`config.mk`:
```
export PLATFORM = sky130hd
export DESIGN_NAME = input_debounce_sync
export DESIGN_NICKNAME = d
export VERILOG_FILES = /design/src/rtl/input_debounce_sync.sv
export SDC_FILE = /design/constraint.sdc
export NUM_CORES = 1
export LEC_CHECK = 0
export ABC_AREA = 1
export CAP_MARGIN = 10
export CORE_MARGIN = 4
export CORE_UTILIZATION = 40
export CTS_BUF_LIST = sky130_fd_sc_hd__clkbuf_4 sky130_fd_sc_hd__clkbuf_8
export DETAILED_ROUTE_END_ITERATION = 10
export GPL_TIMING_DRIVEN = 0
export PLACE_DENSITY = 0.63
export SKIP_CTS_REPAIR_TIMING = 1
export SYNTH_ARGS = -nofsm -noshare
export SYNTH_HDL_FRONTEND = slang
export SYNTH_SLANG_ARGS = --single-unit
```
`constraint.sdc`:
```
create_clock -name clk -period 1.1 [get_ports clk]
set_clock_uncertainty 0.05 [all_clocks]
set_input_delay 0.22 -clock clk [delete_from_list [all_inputs] [get_ports clk]]
set_output_delay 0.22 -clock clk [all_outputs]
set_load 0.02 [all_outputs]
```
`src/rtl/input_debounce_sync.sv`:
```
// input_debounce_sync: per-bit synchroniser followed by a counter-based bounce filter.
// Define DEBOUNCE_EDGE_EN to build the registered rise/fall pulse outputs; otherwise they read 0.
module input_debounce_sync #(
  parameter int WIDTH       = 8,
  parameter int SYNC_STAGES = 2,
  parameter int THRESH      = 4,
  parameter int PRESCALE    = 1
) (
  input  logic             clk,
  input  logic             rst,
  input  logic             ena,
  input  logic [WIDTH-1:0] din,
  output logic [WIDTH-1:0] dout,
  output logic [WIDTH-1:0] rise,
  output logic [WIDTH-1:0] fall
);

  localparam int PW = (PRESCALE > 1) ? $clog2(PRESCALE) : 1;
  localparam int CW = (THRESH > 1) ? $clog2(THRESH) : 1;
  localparam logic [PW-1:0] PRE_LAST = PW'(PRESCALE - 1);
  localparam logic [CW-1:0] CNT_LAST = CW'(THRESH - 1);

  generate
    if ((SYNC_STAGES < 2) || (SYNC_STAGES > 4) || (THRESH < 1) || (THRESH > 255) ||
        (PRESCALE < 1) || (PRESCALE > 65535) || (WIDTH < 1)) begin : g_bad_param
      $error("input_debounce_sync: parameter out of legal range");
    end
  endgenerate

  logic [WIDTH-1:0]          r_sync [SYNC_STAGES];
  logic [WIDTH-1:0]          w_s;
  logic [PW-1:0]             r_pre;
  logic [PW-1:0]             w_pre_nxt;
  logic                      w_tick;
  logic [WIDTH-1:0][CW-1:0]  r_cnt;
  logic [WIDTH-1:0][CW-1:0]  w_cnt_nxt;
  logic [WIDTH-1:0]          r_dout;
  logic [WIDTH-1:0]          w_upd;
  logic [WIDTH-1:0]          w_dout_nxt;

  // Synchroniser chain runs regardless of ena so the filter always sees fresh samples.
  always_ff @(posedge clk or posedge rst) begin
    if (rst) begin
      for (int k = 0; k < SYNC_STAGES; k++) begin
        r_sync[k] <= '0;
      end
    end else begin
      r_sync[0] <= din;
      for (int k = 1; k < SYNC_STAGES; k++) begin
        r_sync[k] <= r_sync[k-1];
      end
    end
  end

  assign w_s = r_sync[SYNC_STAGES-1];

  // Free-running tick prescaler; wraps in the same cycle the tick fires.
  always_comb begin
    w_pre_nxt = r_pre;
    if (ena) begin
      if (r_pre == PRE_LAST) begin
        w_pre_nxt = '0;
      end else begin
        w_pre_nxt = r_pre + PW'(1);
      end
    end else begin
      w_pre_nxt = r_pre;
    end
  end

  assign w_tick = ena && (r_pre == PRE_LAST);

  always_ff @(posedge clk or posedge rst) begin
    if (rst) begin
      r_pre <= '0;
    end else begin
      r_pre <= w_pre_nxt;
    end
  end

  // Per-channel stability counters; agreement with dout discards any partial count.
  always_comb begin
    w_cnt_nxt = r_cnt;
    w_upd     = '0;
    for (int i = 0; i < WIDTH; i++) begin
      if (w_s[i] == r_dout[i]) begin
        w_cnt_nxt[i] = '0;
      end else if (w_tick && (r_cnt[i] == CNT_LAST)) begin
        w_cnt_nxt[i] = '0;
        w_upd[i]     = 1'b1;
      end else if (w_tick) begin
        w_cnt_nxt[i] = r_cnt[i] + CW'(1);
      end else begin
        w_cnt_nxt[i] = r_cnt[i];
      end
    end
  end

  assign w_dout_nxt = (r_dout & ~w_upd) | (w_s & w_upd);

  always_ff @(posedge clk or posedge rst) begin
    if (rst) begin
      r_cnt  <= '0;
      r_dout <= '0;
    end else begin
      r_cnt  <= w_cnt_nxt;
      r_dout <= w_dout_nxt;
    end
  end

  assign dout = r_dout;

`ifdef DEBOUNCE_EDGE_EN
  logic [WIDTH-1:0] r_rise;
  logic [WIDTH-1:0] r_fall;

  // Pulses land in the same cycle dout first shows its new value.
  always_ff @(posedge clk or posedge rst) begin
    if (rst) begin
      r_rise <= '0;
      r_fall <= '0;
    end else begin
      r_rise <= w_upd & w_s;
      r_fall <= w_upd & ~w_s;
    end
  end

  assign rise = r_rise;
  assign fall = r_fall;
`else
  assign rise = '0;
  assign fall = '0;
`endif

endmodule

```
# Yosys cells after proc, flatten, opt, wreduce, memory -nomap -nowiden
# Cells that the tools add are included.
# Widths: inputs -> output; s select.
# word_totals
register_bits	41
in_bits	11
output_inout_bits	24
# classes
add_sub_neg	9
eq_ne	16
mux	41
bitwise_logic	5
n_reduce_logical	17
# ops
operator	n
$mux 2	24
$reduce_bool 3->1	8
$mux 1	17
$add 2x1->2 const B	8
$and 8x8->8	2
$eq 2x2->1 const B	8
$logic_and 1x1->1	9
$eq 1x1->1	8
$not 8->8	1
$or 8x8->8	1
$add 1x1->1 const B	1
$not 1->1	1

# Depth between registers and ports, before layout
# Gate-level depths: netlist of the first run.
# logic_depth
depth_word	8
depth_mapped	6

# Worst setup path after synthesis of the first run
# Ideal clock, no wire load.
# synth_timing
kind	reg2reg
from	reg r_cnt[2] (netlist name)
to	reg r_cnt[3] (netlist name)
arrival_ns	0.833
required_ns	0.937
setup_slack_ns	0.105
stages_incl_launch_ff	6
n_path_buf	0
period_less_slack_ns	0.995
path_cell_list	dfrtp_1 ha_1 nand2_1 nand2_1 nand2_1 inv_1
# synth_via
elab_chain_cells	4
elab_cells_between_ends	7
cone_classes	add/sub (1); eq/ne (1); mux (3); reduce/logical (2)
# synth_lines
element	line_no	source
from (decl)	35	logic [WIDTH-1:0][CW-1:0] r_cnt;
from (signal assigned)	106	r_cnt <= w_cnt_nxt;
$add 2x1->2 or $eq 2x2->1 (tied branches)	92, 88	
$mux 2 or $logic_and 1x1->1 (tied branches)	91, 88	
$mux 2	88	end else if (w_tick && (r_cnt[i] == CNT_LAST)) begin
$mux 2	86	if (w_s[i] == r_dout[i]) begin
# Parallel ways exist; a longest one is shown, timed or not. The select of a mux whose other input is x is not followed.
# A chain may end at the register's enable or synchronous reset.

==> impl_results.md, run 1 <==
* Seq pwr share at 40.0%
* Count leader, synth: nand2_1
* Clk Latency, worst-skew pair at 290 ps
* First-pass GRT wire length at 5.05 mm
* Detail Placement HPWL at 2.05 mm
* Final Hold Fails at 0
* Chip width at 77.0 um
* Max frequency at 893 MHz
* IR drop worst, VDD at 1.08 mV
* Port bufs at 18
* Final ANT Viol Nets at 0
* Row count at 24
* Outcome: finished with violations
* Placed cells at 316
* Max Cap Violations at 0
* Pre-Repair DR Iteration Count at 4
* Avg Vias per Cell at 4.18
* Clk sink count at 40
* Asr flop ratio synth at 100%
* RSZ-0062 raised after global routing: yes
* Pint at 3.49 mW
* Layout cell share with drive strength beyond 1 at 19.8%
* CTS tree: built
* Io pins at 35
* Psw at 1.63 mW
* WP depth at 1
* Failing checks: negative setup slack
* Slew Viols, Final at 0
* DIE HEIGHT at 77.0 um
* GRT Overall Usage at 10.7%
* Delay-heaviest family, CP: flip-flops
* Worst Setup End Kind: output port
* Synth Register Bits at 40
* # diodes at 0
* Largest net degree at the start of global routing at 41
* Yosys warns at 0
* Syn Inst Count at 231
* Cell Chain, Critical Path: buf_6
* DR iter-0 viols at 33
* Synth cell count leaders: nand2_1 (97), inv_1 (42), dfrtp_1 (40), buf_4 (16)
* Max incr delay on CP at 420 ps
* Max H-tree Level at 2
* Total CTS buffers at 5
* Gate power share at 34.9%
* Worst-path cell with the longest stage delay: dfrtp_1
* Synth unique cells at 13
* Overflow after GRT at 0
* Period minus WS final at 1120 ps
* Area Overhead vs Synth at 28.0%
* DR WL/cell at 9.04 um
* Placer Congestion at 0.724
* Post-synthesis sequential area ratio at 52.6%
* Fin crit share at 102%
* Final nets at 301
* Final non-filler cell total at 335
* Static Leak at 1.40 nW
* WP buf/inv at 1
* Placed inst area at 2210 um2
* Critical Path AT at 850 ps
* Required @ worst endpoint at 830 ps
* DRC at 0
* Type of origin of the critical path: flip-flop
* Via count at 1400
* R2R cell count at 5
* Max Fanout on Critical Path at 4
* Worst setup slack after layout at -20.1 ps
* Sw frac at 31.8%
* Initial Utilization at 42.5%
* Hold Path Depth at 0
* Hold slack at 300 ps
* Pwr Total at 5.12 mW
* Fin area at 2430 um2
* Yosys top cell area share at 52.6%
* Core ar. at 4470 um2
* Syn Area/Cell at 8.23 um2
* Die area at 5920 um2
* Initial antenna violation count at 0
* Clock Root Buffer: clkbuf_8
* Synth area leader: dfrtp_1
* DRT Wirelength at 3.03 mm
* Hold Crit Class: reg -> reg
* Mapped Area at 1900 um2
* Synth area leaders: dfrtp_1 (53%), nand2_1 (19%), inv_1 (8.3%)
* EDFF count, synth at 0
* CP Class: reg -> out
* Clk slew on worst S/H paths at 70 ps
* Vias in the first global route at 1168
* Clock power frac at 25.0%
* Top_reg_cell synth: dfrtp_1
* CTS max path bufs at 2
* Setup violators final at 3
* P per Cell Area at 2110 nW/um2
[routing by layer]
layer / up-vias / track usage, % / wire length (um)
met5: - / 0 / 0
met4: 0 / 4.89 / 61
met3: 7 / 3.40 / 179
met2: 25 / 16.7 / 1390
met1: 620 / 13.5 / 1390
li1: 748 / - / -
[logic make-up after synthesis]
group	synth area share [%]
other	0.197
AND/OR/NAND/NOR	22.7
buffers and inverters	16.6
adder cells (fa/ha/maj)	5.26
AO/OA/AOI/OAI	2.63
flip-flops	52.6
[final timing paths]
check                                startpoint                     to  slack, ps
setup / recovery                      flip-flop                dout[4]        -20
hold / removal             r_sync[15]$_DFF_PP0_       w_s[7]$_DFF_PP0_        300
setup reg to reg           r_cnt[6]$_DFFE_PP0P_   r_cnt[7]$_DFFE_PP0P_         50
hold reg to reg            r_sync[15]$_DFF_PP0_       w_s[7]$_DFF_PP0_        300
max in group asynchronous                   rst  r_cnt[12]$_DFFE_PP0P_        360
min in group asynchronous                   rst   r_cnt[5]$_DFFE_PP0P_        370
[through the flow]
step | TNS, ps | setup slack, ps | utilization (%)
floorplan | 0 | 105 | -
global placement | -17210 | -297 | 49.3
detailed placement | -17700 | -306 | 49.3
CTS | -3920 | -512 | 52.2
global route | -289 | -61.7 | 54.4
finish | -45.7 | -20.1 | 54.4
[power by group through the flow]
stage	combinational, mW	clock, mW	sequential (mW)
finish	1.79	1.28	2.05
global route	2.04	1.40	2.10
CTS	1.51	1.33	2.08
detailed placement	1.50	0	2.11
global placement	1.46	0	2.10
floorplan	0.909	0	2.22
[area by class of cell]
type	count	area [um2]
multi-input cells	144	647
plain buffers	19	154
repair inverters	1	7.51
clock buffers	7	96.3
inverters	43	165
flip-flops and latches	40	1000
repair buffers	28	268
well taps	52	65.1
fillers	423	2040
clock inverters	1	30.0
[cell usage in the layout (no fill, tap or decap), drive strengths merged]
cell           instances
inv                   42
clkdlybuf4s50          9
dlymetal6s2s           1
dfrtp                 40
nand2                 97
bufinv                 1
a21oi                  2
conb                  16
clkinvlp               2
ha                     8
o21ai                  8
buf                   37
nor2                  10
nand3                  3
clkbuf                 7
(Power assumes the default switching activity.)
==> run 2: changes to the inputs <==
==> constraint.sdc (replaced) <==
create_clock -name clk -period 1.1 [get_ports clk]
set_clock_uncertainty 0.05 [all_clocks]
set_input_delay 0.33 -clock clk [delete_from_list [all_inputs] [get_ports clk]]
set_output_delay 0.33 -clock clk [all_outputs]
set_load 0.02 [all_outputs]
==> run 2 against run 1 <==
  * Non-clock buffer count grew 1
  * Hold slack is essentially flat
  * The run still ends with negative setup slack left
  * Register-to-register slack is essentially flat
  * Clock-buffer cell count unchanged
  * Clock power about the same
==> impl_results.md, run 2 (synthesized netlist as in run 1, its figures left out) <==
* Placed inst area at 2210 um2 (unchanged)
* RSZ-0062 raised after global routing: yes
* GRT Overall Usage at 10.7% (unchanged)
* Max incr delay on CP at 420 ps (about the same)
* Fin crit share at 112% (+10 points)
* DRT Wirelength at 3.03 mm (+0.17%)
* Max Fanout on Critical Path at 4 (unchanged)
* Detail Placement HPWL at 2.05 mm (unchanged)
* DR iter-0 viols at 44 (+33%)
* Largest net degree at the start of global routing at 41 (unchanged)
* Delay-heaviest family, CP: flip-flops
* DR WL/cell at 9.03 um (-0.13%)
* Chip width at 77.0 um (unchanged)
* Final ANT Viol Nets at 0 (unchanged)
* Pwr Total at 5.14 mW (+0.30%)
* Final nets at 302 (+0.33%)
* Cell Chain, Critical Path: buf_6
* Type of origin of the critical path: flip-flop
* Worst-path cell with the longest stage delay: dfrtp_1
* DRC at 0 (unchanged)
* Placer Congestion at 0.724 (unchanged)
* Failing checks: negative setup slack
* Most common cell after layout, fill and taps aside: nand2_1
* WP buf/inv at 1 (unchanged)
* Avg Vias per Cell at 4.18 (about the same)
* Outcome: finished with violations
* Clk Latency, worst-skew pair at 290 ps (about the same)
* First-pass GRT wire length at 5.05 mm (unchanged)
* Overflow after GRT at 0 (unchanged)
* Utilization after layout at 54.5% (+0.14 points)
* R2R Setup Slk at 50 ps (about the same)
* CTS max path bufs at 2 (unchanged)
* R2R cell count at 5 (unchanged)
* Worst setup slack after layout at -130 ps (-110 ps)
* Critical Path AT at 850 ps (about the same)
* IR drop worst, VDD at 1.08 mV (about the same)
* Clk sink count at 40 (unchanged)
* Clock Root Buffer: clkbuf_8
* WP depth at 1 (unchanged)
* Hold Crit Class: reg -> reg
* Clk slew on worst S/H paths at 70 ps (about the same)
* DIE HEIGHT at 77.0 um (unchanged)
* Max frequency at 813 MHz (-8.9%)
* Row count at 24 (unchanged)
* Static Leak at 1.40 nW (+0.32%)
* Final Hold Fails at 0 (unchanged)
* Via count at 1404 (+0.29%)
* Area Overhead vs Synth at 28.3%
* Total CTS buffers at 5 (unchanged)
* Fill cells at 422 (-0.24%)
* Place WS at -416 ps (-110 ps)
* Port bufs at 18 (unchanged)
* Placed cells at 316 (unchanged)
* Setup TNS at -851 ps (-805 ps)
* Pre-Repair DR Iteration Count at 4 (unchanged)
* Fin area at 2440 um2 (+0.26%)
* Max Cap Violations at 0 (unchanged)
* CTS tree: built
* Worst Setup End Kind: output port
* # diodes at 0 (unchanged)
* Slew Viols, Final at 0 (unchanged)
* Vias in the first global route at 1168 (unchanged)
* Die area at 5920 um2 (unchanged)
* Hold Path Depth at 0 (unchanged)
* Most frequent cells in the layout: nand2_1 (96), inv_1 (41), dfrtp_1 (40), buf_4 (28), conb_1 (16)
* Period minus WS final at 1230 ps (+110 ps)
* Initial Utilization at 42.5% (unchanged)
* Hold slack at 300 ps (-0.128 ps)
* Initial antenna violation count at 0 (unchanged)
* P per Cell Area at 2110 nW/um2 (about the same)
* Layout cell share with drive strength beyond 1 at 20.4% (+0.63 points)
* Final non-filler cell total at 336 (+0.30%)
* Core ar. at 4470 um2 (unchanged)
* Max H-tree Level at 2 (unchanged)
* Io pins at 35 (unchanged)
* CP Class: reg -> out
* Setup violators final at 8 (+5)
* Required @ worst endpoint at 720 ps (-110 ps)
## run 2: cell type report
cell class | instances | area [um2] | share of cell area, %
Timing Repair inverter | 1 | 7.51 | 0.308
Timing Repair Buffer | 29 | 272 | 11.1
Multi-Input combinational cell | 144 | 649 | 26.6
Inverter | 43 | 165 | 6.77
Sequential cell | 40 | 1000 | 41.0
Buffer | 19 | 154 | 6.31
Clock buffer | 7 | 96.3 | 3.95
Tap cell | 52 | 65.1 | 2.67
Clock inverter | 1 | 30.0 | 1.23
## run 2: final timing paths
kind	to	start
min in group asynchronous	r_cnt[5]$_DFFE_PP0P_	rst
worst max-delay path	dout[4]	flip-flop
worst min-delay path	w_s[7]$_DFF_PP0_	r_sync[15]$_DFF_PP0_
max in group asynchronous	r_cnt[12]$_DFFE_PP0P_	rst
worst min register to register	w_s[7]$_DFF_PP0_	r_sync[15]$_DFF_PP0_
worst max register to register	r_cnt[7]$_DFFE_PP0P_	r_cnt[6]$_DFFE_PP0P_
## run 2: worst reg2reg max path, stage by stage (launching register included)
cell and delay (ps):
dfrtp_1 400, ha_1 290, nand2_1 70, nand2_1 50
nand2_1 60, inv_1 30
## run 2: metal layers
layer	vias to the layer above	GRT usage [%]	wire length (um)
met5	-	0	0
li1	750	-	-
met1	622	13.5	1390
met3	7	3.40	178
met2	25	16.7	1400
met4	0	4.89	61
## run 2: where the power goes
part	internal [mW]	switching, mW	leakage (nW)	total, mW
registers	1.81	0.232	0.503	2.05
clock network	0.800	0.482	0.0645	1.28
logic	0.892	0.920	0.832	1.81
